File: config.mk
export PLATFORM = sky130hd
export DESIGN_NAME = lbp_ctrl_flat
export DESIGN_NICKNAME = d
export VERILOG_FILES = /design/src/rtl/lbp_if.sv /design/src/rtl/lbp_ctrl.sv /design/src/flat_wrapper.sv
export SDC_FILE = /design/constraint.sdc
export NUM_CORES = 1
export LEC_CHECK = 0
export ABC_AREA = 1
export ABC_CLOCK_PERIOD_IN_PS = 6170
export BUFFER_PORTS_ARGS = -buffer_cell sky130_fd_sc_hd__buf_4
export CAP_MARGIN = 5
export CORE_UTILIZATION = 59
export CTS_CLUSTER_DIAMETER = 100
export DETAILED_ROUTE_END_ITERATION = 8
export PLACE_DENSITY_LB_ADDON = 0.05
export SETUP_SLACK_MARGIN = 0.4
export SLEW_MARGIN = 20
export SYNTH_ARGS = -nofsm -noshare
export SYNTH_HDL_FRONTEND = slang
export SYNTH_SLANG_ARGS = --single-unit
File: constraint.sdc
create_clock -name clk -period 6.17 [get_ports clk]
set_clock_uncertainty 0.1 [all_clocks]
set_input_delay 1.234 -clock clk [delete_from_list [all_inputs] [get_ports clk]]
set_output_delay 1.234 -clock clk [all_outputs]
set_load 0.005 [all_outputs]
File: src/rtl/lbp_if.sv
// Gray-memory read port and LBP-result write port between the controller and its memories.
interface lbp_if #(
   parameter int unsigned AW = 14
);
   logic          gray_ready;
   logic          gray_req;
   logic [AW-1:0] gray_addr;
   logic [7:0]    gray_data;
   logic          lbp_valid;
   logic [AW-1:0] lbp_addr;
   logic [7:0]    lbp_data;

   modport master (
      input  gray_ready, gray_data,
      output gray_req, gray_addr, lbp_valid, lbp_addr, lbp_data
   );

   modport slave (
      output gray_ready, gray_data,
      input  gray_req, gray_addr, lbp_valid, lbp_addr, lbp_data
   );
endinterface

File: src/rtl/lbp_ctrl.sv
// LBP controller: scans every non-border centre of a square gray image, gathers its 3x3
// window (full fetch at x=1, one new column otherwise) and writes the PE result.
module lbp_ctrl #(
   parameter int unsigned IMG_W = 128,
   parameter int unsigned AW    = 14
) (
   input  logic       clk,
   input  logic       reset,
   lbp_if.master      bus,
   output logic [7:0] reg0,
   output logic [7:0] reg1,
   output logic [7:0] reg2,
   output logic [7:0] reg3,
   output logic [7:0] reg4,
   output logic [7:0] reg5,
   output logic [7:0] reg6,
   output logic [7:0] reg7,
   output logic [7:0] reg8,
   input  logic [7:0] pe_lbp,
   output logic       finish
);
   localparam int unsigned   CW     = $clog2(IMG_W);
   localparam logic [CW-1:0] XY_END = CW'(IMG_W - 2);

   typedef enum logic [2:0] {IDLE, FETCH, LAST, WRITE, DONE} state_t;

   state_t        state, state_n;
   logic [CW-1:0] x, x_n, y, y_n;
   logic [1:0]    fr, fr_n, fc, fc_n;
   logic          shift_c;
   logic          cap_en;
   logic [3:0]    cap_idx;
   logic [7:0]    win [9];
   logic [AW-1:0] addr_c;
   logic          gray_req_q, lbp_valid_q, finish_q;
   logic [AW-1:0] gray_addr_q, lbp_addr_q;

   // fr/fc: window row/column of the request on the bus; column fetch pins fc at 2
   always_comb begin
      state_n = state;
      x_n     = x;
      y_n     = y;
      fr_n    = fr;
      fc_n    = fc;
      shift_c = 1'b0;
      unique case (state)
         IDLE: begin
            if (bus.gray_ready) begin
               state_n = FETCH;
               x_n     = CW'(1);
               y_n     = CW'(1);
               fr_n    = 2'd0;
               fc_n    = 2'd0;
            end
         end
         FETCH: begin
            if (fr == 2'd2 && fc == 2'd2) begin
               state_n = LAST;
            end else if (x == CW'(1)) begin
               if (fc == 2'd2) begin
                  fc_n = 2'd0;
                  fr_n = fr + 2'd1;
               end else begin
                  fc_n = fc + 2'd1;
               end
            end else begin
               fr_n = fr + 2'd1;
            end
         end
         LAST: state_n = WRITE;
         WRITE: begin
            if (x < XY_END) begin
               state_n = FETCH;
               x_n     = x + CW'(1);
               fr_n    = 2'd0;
               fc_n    = 2'd2;
               shift_c = 1'b1;
            end else if (y < XY_END) begin
               state_n = FETCH;
               x_n     = CW'(1);
               y_n     = y + CW'(1);
               fr_n    = 2'd0;
               fc_n    = 2'd0;
            end else begin
               state_n = DONE;
            end
         end
         DONE:    state_n = DONE;
         default: state_n = IDLE;
      endcase
   end

   // Address of the next cycle's request; only used when the next state is FETCH
   always_comb begin
      addr_c = (AW'(y_n) + AW'(fr_n) - AW'(1)) * AW'(IMG_W) + AW'(x_n) + AW'(fc_n) - AW'(1);
   end

   always_ff @(posedge clk) begin
      if (reset) begin
         state       <= IDLE;
         x           <= CW'(1);
         y           <= CW'(1);
         fr          <= 2'd0;
         fc          <= 2'd0;
         cap_en      <= 1'b0;
         cap_idx     <= 4'd0;
         for (int i = 0; i < 9; i++) win[i] <= 8'd0;
         gray_req_q  <= 1'b0;
         gray_addr_q <= '0;
         lbp_valid_q <= 1'b0;
         lbp_addr_q  <= '0;
         finish_q    <= 1'b0;
      end else begin
         state   <= state_n;
         x       <= x_n;
         y       <= y_n;
         fr      <= fr_n;
         fc      <= fc_n;
         // Data answers one cycle after its request, so the target index trails by one
         cap_en  <= (state == FETCH);
         cap_idx <= 4'(fr) * 4'd3 + 4'(fc);
         if (cap_en) begin
            win[cap_idx] <= bus.gray_data;
         end else if (shift_c) begin
            win[0] <= win[1];
            win[1] <= win[2];
            win[3] <= win[4];
            win[4] <= win[5];
            win[6] <= win[7];
            win[7] <= win[8];
         end
         gray_req_q  <= (state_n == FETCH);
         gray_addr_q <= (state_n == FETCH) ? addr_c : '0;
         lbp_valid_q <= (state_n == WRITE);
         if (state_n == WRITE) lbp_addr_q <= AW'(y) * AW'(IMG_W) + AW'(x);
         finish_q    <= (state_n == DONE);
      end
   end

   // The PE code is combinational on the window, which only completes at the end of LAST
   assign bus.lbp_data  = lbp_valid_q ? pe_lbp : 8'd0;
   assign bus.gray_req  = gray_req_q;
   assign bus.gray_addr = gray_addr_q;
   assign bus.lbp_valid = lbp_valid_q;
   assign bus.lbp_addr  = lbp_addr_q;
   assign finish        = finish_q;

   assign reg0 = win[0];
   assign reg1 = win[1];
   assign reg2 = win[2];
   assign reg3 = win[3];
   assign reg4 = win[4];
   assign reg5 = win[5];
   assign reg6 = win[6];
   assign reg7 = win[7];
   assign reg8 = win[8];
endmodule

File: src/flat_wrapper.sv
// flat-port wrapper written by rule: the top's interface ports become plain ports
module lbp_ctrl_flat 
#(
   parameter int unsigned IMG_W = 128,
   parameter int unsigned AW    = 14
)
  (clk, reset, reg0, reg1, reg2, reg3, reg4, reg5, reg6, reg7, reg8, pe_lbp, finish, bus_gray_ready, bus_gray_data, bus_gray_req, bus_gray_addr, bus_lbp_valid, bus_lbp_addr, bus_lbp_data);
  lbp_if #(.AW(AW)) bus_i ();
  input  logic clk;
  input  logic reset;
  output logic [7:0] reg0;
  output logic [7:0] reg1;
  output logic [7:0] reg2;
  output logic [7:0] reg3;
  output logic [7:0] reg4;
  output logic [7:0] reg5;
  output logic [7:0] reg6;
  output logic [7:0] reg7;
  output logic [7:0] reg8;
  input  logic [7:0] pe_lbp;
  output logic finish;
  input wire logic [$bits(bus_i.gray_ready)-1:0] bus_gray_ready;
  input wire logic [$bits(bus_i.gray_data)-1:0] bus_gray_data;
  output wire logic [$bits(bus_i.gray_req)-1:0] bus_gray_req;
  output wire logic [$bits(bus_i.gray_addr)-1:0] bus_gray_addr;
  output wire logic [$bits(bus_i.lbp_valid)-1:0] bus_lbp_valid;
  output wire logic [$bits(bus_i.lbp_addr)-1:0] bus_lbp_addr;
  output wire logic [$bits(bus_i.lbp_data)-1:0] bus_lbp_data;
  assign bus_i.gray_ready = bus_gray_ready;
  assign bus_i.gray_data = bus_gray_data;
  assign bus_gray_req = bus_i.gray_req;
  assign bus_gray_addr = bus_i.gray_addr;
  assign bus_lbp_valid = bus_i.lbp_valid;
  assign bus_lbp_addr = bus_i.lbp_addr;
  assign bus_lbp_data = bus_i.lbp_data;
  lbp_ctrl #(.IMG_W(IMG_W), .AW(AW)) u_core (.clk(clk), .reset(reset), .bus(bus_i), .reg0(reg0), .reg1(reg1), .reg2(reg2), .reg3(reg3), .reg4(reg4), .reg5(reg5), .reg6(reg6), .reg7(reg7), .reg8(reg8), .pe_lbp(pe_lbp), .finish(finish));
endmodule
==> impl_results.md, run 1 <==
* Outcome: finished, final reports clean
* Reg2reg start: u_core.x[3]
* R2R Setup Slk at 1690 ps
* ANT cells at 0
* Clock input transition at the sequential cells of the worst setup and hold paths at 60 ps
* Max H-tree Level at 4
* Syn Inst Count at 721
* Die W at 105.7 um
* Initial antenna violation count at 0
* Clock latency on the worst-skew pair at 520 ps
* Die area at 11170 sq um
* Std-Cell Rows at 37
* Final period utilization at 72.54%
* R2R cell count at 26
* Top FF cell, synth: edfxtp_1
* Starting Density at 61.15%
* Worst Path Required at 6480 ps
* Antenna Nets Post-Route at 0
* Worst EP arrival at 4790 ps
* Synth-to-layout area growth at 26.12%
* Synth warn at 0
* DR DRC count at 0
* Critical Path Start Type: register
* Hold crit path type: register to register
* DRT Wirelength at 15080 um
* Clk buf depth at 2
* Ratio of cells with drive above 1 in the final layout at 23.65%
* Post-cts gate resize count at 0
* DRT iter0 DRCs at 396
* Die Ht at 105.7 um
* Synthesized area at 6341 sq um
* Vias in the first global route at 4999
* CTS Buf Count at 17
* Fin area at 7998 sq um
* Syn avg cell area at 8.795 sq um
* Power Density at 256.6 nW/um^2
* Routed via count at 5485
* Crit path max fanout at 8
* Worst setup path endpoint: u_core.bus.gray_addr[13]
* Worst flop-to-flop path endpoint: u_core.bus.gray_addr[13]
* Yosys top cell by area: edfxtp_1
* GRT Total Usage at 28.05%
* CTS tree: done
* Clock Root Buffer: clkbuf_8
* Largest net degree at the start of global routing at 49
* Type of the worst setup path: register to register
* Final setup viols at 0
* Syn_nets at 769
* Pwr Total at 2.052 mW
* Peak supply drop at 0.0001823 V
* Placed Cells at 975
* Max_cap viols at 0
* Post-CTS setup buffer count at 0
* Async SR Flop Fraction at 0%
* Drt first pass iters at 5
* Final Hold Fails at 0
* Routability-driven placement congestion ratio at 0.9303
* Leak Pwr at 3.778 nW
* DP Area at 7442 sq um
* DR WL/cell at 14.98 um
* Clk sinks at 129
* Seq cells post-synth at 129
* Vias/cell at 5.447
* Hold buffers post-CTS at 0
* Setup TNS at 0 ps
* Ports at 130
* Core box area at 10370 sq um
* Top cell type's share of synthesized area at 34.10%
* Final Non-Filler Cells at 1007
* Post-synth EDFFs at 72
* Tmin final at 4476 ps
* Final #Nets at 906
* I/O Buffers at 129
* Pins Over Slew Limit at 0
* Kind of end point of the critical path: register
* First-pass GRT wire length at 24070 um
* Synth top area cells: edfxtp_1, dfxtp_1, inv_1
* Relative slew slack at 37.30%
* Cell variety after synth at 44
* GRT overflow at 0
* HPWL after detailed placement at 10810 um
* Worst slew pin tran at 933.3 ps
* Sequential area share after synthesis at 52.09%
* CP Launch Point: u_core.x[3]
* RSZ-0062 raised after global routing: false
* Fmax at 0.2234 GHz
-- layout make-up --
type / instances / area (sq um)
Clock buffer: 18 / 417.9
Clock inverter: 14 / 137.6
Fill cell: 729 / 2372
Inverter: 149 / 569.3
Multi-Input combinational cell: 430 / 2416
Sequential cell: 129 / 3303
Tap cell: 136 / 170.2
Timing Repair Buffer: 131 / 983.4
-- synthesized netlist by cell type (all sizes together) (2+ instances only) --
cell,count
a21o,2
a21oi,38
a31oi,4
buf,4
clkbuf,9
clkinv,10
dfxtp,57
edfxtp,72
fa,4
ha,25
inv,139
nand2,108
nand3,20
nand4,6
nor2,102
nor3,9
o211ai,2
o21ai,44
o21bai,2
o22ai,49
or2,3
xnor2,4
xor2,2
-- worst min-delay path by stage --
stage | from | to | cells after the start
3_3_place_gp | u_core.bus.lbp_addr[10] | u_core.bus.lbp_addr[10] | 2
6_report | u_core.bus.lbp_addr[3] | u_core.bus.lbp_addr[3] | 2
3_5_place_dp | u_core.bus.lbp_addr[8] | u_core.bus.lbp_addr[8] | 2
4_1_cts | u_core.bus.lbp_addr[3] | u_core.bus.lbp_addr[3] | 2
5_1_grt | u_core.bus.lbp_addr[13] | u_core.bus.lbp_addr[13] | 2
2_1_floorplan | u_core.x[1] | u_core.bus.lbp_addr[1] | 2
-- critical path, cell delays in order (launching register included) --
cell      delay [ps]
dfxtp_1          440
nand2_2          110
nor2_4           190
nand2_4          120
clkinv_4         100
nand3_4          120
inv_1            140
nor2_1            80
o21ai_0          190
inv_1             90
ha_1             290
inv_1             60
ha_1             160
inv_1             70
fa_1             390
xnor2_1          200
inv_1             90
ha_1             390
nand2_1          110
nor2_1           180
nand3_1          100
nand4_1          130
nand3_1          110
a21oi_1          200
nand3_1          110
nand2_1           60
nor2_1            40
-- cells in the final DEF (no fill, tap or decap), types with 4 or more instances in the layout --
cell	synthesis	layout
dfxtp_1	57	57
nand3_1	18	18
edfxtp_1	72	72
inv_1	130	130
clkinv_1	9	10
o21ai_2	8	8
o21ai_0	35	35
nand2_1	104	104
nand4_1	6	6
o22ai_1	49	49
nor3_1	7	7
buf_4	0	131
a31oi_1	4	4
nor2_1	96	96
clkinv_2	0	5
inv_2	7	7
a21oi_1	29	29
fa_1	4	4
xnor2_1	4	4
nor2_2	4	4
clkbuf_16	0	16
ha_1	25	25
a21oi_2	9	9
-- cells by family (layout without fill, tap and decap cells) --
family,count (synthesis),after routing,share of synthesized area [%]
AOI/OAI and AO/OA,146,146,14.15
xor gates and xnor gates,6,6,0.8287
adders and majority gates,29,29,6.196
buffers and inverters,162,312,9.807
DFF,129,129,52.09
and+or+nand+nor,249,249,16.93
-- where the power goes --
part           internal, mW  switching [mW]  leakage, nW  total (mW)
Combinational        0.0686          0.0988         2.30       0.167
Sequential            0.934          0.0152         1.20       0.950
Clock                 0.572           0.363        0.269       0.935
Total                  1.57           0.477         3.78        2.05
-- state kept, by name, indices dropped and copies added (netlist names), 3 cells and up, named ones only --
signal	cells
u_core.win	72
u_core.bus.gray_addr	14
u_core.bus.lbp_addr	14
u_core.x	7
u_core.y	6
u_core.cap_idx	4
u_core.state	3
-- per-layer routing --
layer  GRT usage [%]  vias up  share of wire [%]
li1                -     2663                  -
met1           33.22     2546                 39
met2           49.86      247                 51
met3           6.122       29                7.5
met4           10.22        0                2.2
met5               0        -                  0
-- through the flow --
| step | hold WS [ps] | setup WS, ps | util [%] |
|---|---|---|---|
| 3_5_place_dp | 401.5 | 1351 | 71.77 |
| 6_report | 414.6 | 1694 | 77.12 |
| 5_1_grt | 462.5 | 1296 | 77.12 |
| 4_1_cts | 421.1 | 1738 | 77.12 |
| 3_3_place_gp | 400.7 | 1571 | 71.77 |
| 2_1_floorplan | 376.9 | 1902 | - |
Power figures use the tool's default switching activity.
==> inputs of run 2 (changes only) <==
- ABC_CLOCK_PERIOD_IN_PS: 6170 -> 4360
- CORE_UTILIZATION: 59 -> 55
- clock period: 6.17 -> 4.36 ns (I/O delays scaled with it)
==> run 2 against run 1 <==
  * Sequential cell count unchanged
  * Non-clock buffer count up 9
  * First-iteration DRC count rose by 3.3%
  * Wire length increased by 3.5%
  * Final cell count increased by 1.3%
  * Global-route usage is 1.1 points lower
  * Total power increased by 42%
  * Critical path depth unchanged
  * Cell area rose by 3.3%
  * Fmax grew 19%
  * Clock power up 42%
  * Setup slack got worse by 1100 ps
  * Critical endpoint unchanged
  * Largest cell class unchanged
  * Largest power group unchanged
==> impl_results.md, run 2 (same netlist as run 1, synthesis figures left out) <==
* Switching power at 710.2 uW
* Hold Slack at 418.6 ps
* Final period utilization at 86.13%
* Pre-CTS WS at 61.42 ps
* R2R Setup Slk at 600 ps
* CTS tree: done
* Final #Nets at 915
* Die Ht at 109.4 um
* Seq. cell area at 3331 sq um
* Die area at 11960 sq um
* Leading cell types in the layout, fill and taps excluded: buf_4, inv_1, nand2_1
* Internal power at 2.211 mW
* Hold crit path type: register to register
* Worst slew pin tran at 832.9 ps
* Comb power frac at 8.6%
* Outcome: finished, final reports clean
* DR WL/cell at 15.30 um
* Antenna Nets Post-Route at 0
* Clock latency on the worst-skew pair at 410 ps
* Vias in the first global route at 5210
* Commonest non-fill, non-tap cell in the layout: buf_4
* First-pass GRT wire length at 24710 um
* Die W at 109.4 um
* Initial antenna violation count at 0
* Largest reg by FF count: u_core.win
* Area taken by multi-input logic gates at 2572 sq um
* Tmin final at 3755 ps
* Largest net degree at the start of global routing at 49
* Std-Cell Rows at 38
* Largest stage delay, worst path at 380 ps
* Final setup viols at 0
* Final Hold Fails at 0
* Clock Root Buffer: clkbuf_16
* Power Density at 353.6 nW/um^2
* Max_cap viols at 0
* Worst Path Required at 4570 ps
* DR DRC count at 0
* Routed via count at 5490
* CTS Buf Count at 17
* Synth-to-layout area growth at 30.27%
* Final Non-Filler Cells at 1020
* Clock Power Share at 45.4%
* GRT overflow at 0
* Top Family by Delay on Critical Path: simple AND/OR/NAND/NOR gates
* Ratio of cells with drive above 1 in the final layout at 29.55%
* Sequential Power Share at 45.9%
* Type of the worst setup path: register to register
* Critical Path Start Type: register
* Placed Cells at 980
* Relative slew slack at 44.05%
* I/O Buffers at 129
* Fmax at 0.2663 GHz
* Crit path max fanout at 4
* DRT iter0 DRCs at 409
* Clock input transition at the sequential cells of the worst setup and hold paths at 60 ps
* Kind of end point of the critical path: register
* Drt first pass iters at 5
* Pins Over Slew Limit at 0
* Setup TNS at 0 ps
* CP Buf/Inv Count at 6
* GRT Total Usage at 26.97%
* RSZ-0062 raised after global routing: false
* Largest register FFs at 72
* Core box area at 11030 sq um
* Peak supply drop at 0.0002432 V
* Worst setup margin at 604.8 ps
* Clk buf depth at 2
* Critical-path top delay cell: fa_2
* Leak Pwr at 3.860 nW
* Number of fillers in the final layout at 794
* Starting Density at 57.49%
* ANT cells at 0
* HPWL after detailed placement at 11090 um
* Vias/cell at 5.382
* DRT Wirelength at 15610 um
* Fin util at 74.89%
* Sw frac at 24.31%
* Max H-tree Level at 4
* Worst EP arrival at 3960 ps
* Clk sinks at 129
* Routability-driven placement congestion ratio at 0.9505
* CP dominant cell by count: inv_2
* Ports at 130
run 2: cell count changes in the layout (fill, tap and decap cells not counted), sizes merged:
cell      before  now
clkinvlp       3    5
clkbuf        18   17
bufinv         2    1
clkinv        16   14
inv          142  144
buf          131  140
run 2: power by group through the flow:
stage / clock (mW) / sequential [mW] / combinational (mW)
after floorplan: 0 / 1.37 / 0.129
after global placement: 0 / 1.37 / 0.230
after detailed placement: 0 / 1.37 / 0.238
after CTS: 1.33 / 1.34 / 0.243
after global routing: 1.39 / 1.35 / 0.280
final: 1.33 / 1.34 / 0.252
run 2: stage by stage:
| stage | cell area (sq um) | power [mW] |
|---|---|---|
| after detailed placement | 7455 | 1.606 |
| after global routing | 8260 | 3.015 |
| after floorplan | 6341 | 1.497 |
| final | 8260 | 2.921 |
| after global placement | 7455 | 1.597 |
| after CTS | 8100 | 2.920 |
run 2: cell type report:
cell class / count / area share (%)
inverter: 149 / 6.952
tap: 140 / 2.121
multi-input combinational: 430 / 31.14
clock buffer: 17 / 5.150
timing repair buffer: 140 / 12.72
sequential: 129 / 40.32
clock inverter: 15 / 1.590
run 2: worst register-to-register path: cells and delay by family (launching register included):
kind	cells	cell delay [ps]
flops	1	360
xor+xnor	1	180
compound gates	5	600
buf+inv	6	460
simple gates	10	970
fa+ha+maj	4	970
run 2: worst paths after layout:
check                         start                  endpoint  depth (start not counted)
max                     u_core.x[4]  u_core.bus.gray_addr[13]                         26
min          u_core.bus.lbp_addr[5]    u_core.bus.lbp_addr[5]                          2
max reg2reg             u_core.x[4]  u_core.bus.gray_addr[13]                         26
min reg2reg  u_core.bus.lbp_addr[5]    u_core.bus.lbp_addr[5]                          2
run 2: timing repair:
| item | CTS | global route |
|---|---|---|
| hold buffers | 0 | 0 |
| pin swaps | 3 | 16 |
| setup buffers | 3 | 5 |
| setup endpoints to repair | 2 | 3 |
| gates resized for setup | 26 | 38 |
run 2: layer usage:
metal	GRT usage (%)	part of all wire (%)	up-vias
met2	48.47	51	260
met4	12.19	2.3	0
met5	0	0	-
li1	-	-	2672
met1	31.04	39	2527
met3	5.157	8.0	31
==> inputs of run 3 (changes only) <==
- ABC_AREA: 1 -> 0
==> run 3 against run 2 <==
  * Non-clock buffer count grew 21
  * Global-route usage up 0.41 points
  * Combinational power decreased by 26%
  * Synthesized cell count down 17%
  * Via count fell by 7.7%
  * Die area shrank 2.9%
  * Critical path depth decreased by 7
  * Hold slack got worse by 66 ps
  * First-iteration DRC count fell by 29%
  * Count of clock-buffer cells in the layout increased by 2
  * Critical endpoint is now u_core.bus.gray_addr[12]
==> impl_results.md, run 3 <==
* Seq cells post-synth at 129
* Clock input transition at the sequential cells of the worst setup and hold paths at 60 ps
* Clk buf depth at 2
* Synthesized area at 6157 sq um
* Relative slew slack at 34.78%
* DP Area at 7436 sq um
* Area taken by multi-input logic gates at 2771 sq um
* Cell variety after synth at 50
* Synth-to-layout area growth at 32.33%
* Initial antenna violation count at 0
* Sequential Power Share at 46.7%
* Async SR Flop Fraction at 0%
* Placed Cells at 859
* Starting Density at 56.55%
* First-pass GRT wire length at 23940 um
* Fin area at 8148 sq um
* Top cell type's share of synthesized area at 35.11%
* Vias/cell at 5.645
* Ratio of cells with drive above 1 in the final layout at 31.40%
* Worst slew pin tran at 969.4 ps
* Tmin final at 4152 ps
* CTS Buf Count at 17
* Vias in the first global route at 4795
* Largest register FFs at 72
* Top FF cell, synth: edfxtp_1
* Pins Over Slew Limit at 0
* Antenna Nets Post-Route at 0
* Worst setup margin at 208.4 ps
* Most frequent cells after synthesis: edfxtp_1, nand2_1, nor2_1, dfxtp_1, a22o_1
* Clock Power Share at 46.8%
* Die area at 11620 sq um
* Final Hold Fails at 0
* Fin util at 74.83%
* DR DRC count at 0
* Seq. cell area at 3323 sq um
* Yosys top cell by area: edfxtp_1
* Pre-CTS WS at 64.48 ps
* Number of fillers in the final layout at 754
* Max H-tree Level at 4
* Outcome: finished, final reports clean
* Switching power at 648.6 uW
* Comb power frac at 6.5%
* Max_cap viols at 0
* Fmax at 0.2409 GHz
* Leak Pwr at 3.439 nW
* Die Ht at 107.8 um
* Final period utilization at 95.22%
* RSZ-0062 raised after global routing: true
* Crit path max fanout at 4
* Setup TNS at 0 ps
* Worst Path Required at 4670 ps
* DR WL/cell at 17.18 um
* Largest net degree at the start of global routing at 51
* Syn_nets at 643
* Hold buffers post-CTS at 0
* DRT Wirelength at 15430 um
* Clk sinks at 129
* Routed via count at 5069
* DRT iter0 DRCs at 289
* Ports at 130
* Clock Root Buffer: clkbuf_8
* Critical Path Start Type: register
* Internal power at 2.216 mW
* Sw frac at 22.64%
* Synth top area cells: edfxtp_1, dfxtp_1, a22o_1
* CTS tree: done
* I/O Buffers at 129
* Die W at 107.8 um
* Hold crit path type: register to register
* Type of the worst setup path: register to register
* Worst EP arrival at 4470 ps
* Power Density at 351.6 nW/um^2
* Count leader, synth: edfxtp_1
* Kind of end point of the critical path: register
* Largest reg by FF count: u_core.win
* Syn Inst Count at 595
* Pwr Total at 2.865 mW
* GRT Total Usage at 27.38%
* Sequential area share after synthesis at 53.65%
* Final #Nets at 793
* Leading cell types in the layout, fill and taps excluded: buf_4, edfxtp_1, nand2_1
* HPWL after detailed placement at 10850 um
* Syn avg cell area at 10.35 sq um
* Hold Slack at 353.0 ps
* Final Non-Filler Cells at 898
* Routability-driven placement congestion ratio at 0.9099
* Synth warn at 0
* Peak supply drop at 0.0001904 V
* Core box area at 10890 sq um
* Std-Cell Rows at 38
* Drt first pass iters at 5
* ANT cells at 0
* Commonest non-fill, non-tap cell in the layout: buf_4
* Final setup viols at 0
* GRT overflow at 0
* Post-synth EDFFs at 72
* Clock latency on the worst-skew pair at 530 ps
run 3: repair_timing:
action                                  4_1_cts  5_1_grt
pin swaps                                     7       11
cloned                                        0        0
buffers inserted                              3        4
hold endpoints to repair                      0        0
endpoints found under the setup margin        5        5
resized for setup                            18       15
run 3: worst max-delay path: stages (launching register included):
cell     delay, ps
dfxtp_4        360
inv_2           60
ha_4           110
or4b_4         470
nor3_4         220
a21oi_2        100
o21ai_2        150
a21oi_2         80
ha_1           300
inv_2           70
ha_4           140
inv_4           30
fa_2           600
ha_4           210
o21a_1         210
or2_4          240
a41oi_2        150
mux2i_1        230
xor2_1         160
nor2_1          50
run 3: power by group through the flow:
| stage | logic, mW | clock network [mW] | registers, mW |
|---|---|---|---|
| after floorplan | 0.0882 | 0 | 1.36 |
| after global placement | 0.177 | 0 | 1.36 |
| after detailed placement | 0.180 | 0 | 1.37 |
| after CTS | 0.184 | 1.36 | 1.34 |
| after global routing | 0.205 | 1.41 | 1.34 |
| final | 0.187 | 1.34 | 1.34 |
run 3: path summary, 6_finish.rpt:
| path | start | end | slack [ps] | depth (start not counted) |
|---|---|---|---|---|
| max reg2reg | u_core.x[1] | u_core.bus.gray_addr[12] | 210 | 19 |
| min reg2reg | u_core.bus.lbp_addr[10] | u_core.bus.lbp_addr[10] | 350 | 2 |
| max | u_core.x[1] | u_core.bus.gray_addr[12] | 210 | 19 |
| min | u_core.bus.lbp_addr[10] | u_core.bus.lbp_addr[10] | 350 | 2 |
run 3: cell type report:
class                      instances  share of cell area (%)
clock buffer                      19                   5.175
clock inverter                    13                   1.674
inverter                          29                   1.367
multi-input combinational        407                   34.01
sequential                       129                   40.79
tap                              140                   2.150
timing repair buffer             161                   14.83
run 3: cell families after synthesis:
| logic type | count (synthesis) | synth area share, % |
|---|---|---|
| xor+xnor | 15 | 2.134 |
| buf+inv | 59 | 3.719 |
| simple gates | 216 | 17.23 |
| fa+ha+maj | 29 | 6.381 |
| flops | 129 | 53.65 |
| mux | 2 | 0.3252 |
| compound gates | 145 | 16.56 |
run 3: metal layers:
metal / GRT usage (%) / vias up / wire [um]
met1: 31.49 / 2440 / 6202
met5: 0 / - / 0
met4: 12.52 / 0 / 465
met3: 5.630 / 34 / 755
met2: 48.63 / 164 / 8003
li1: - / 2431 / -
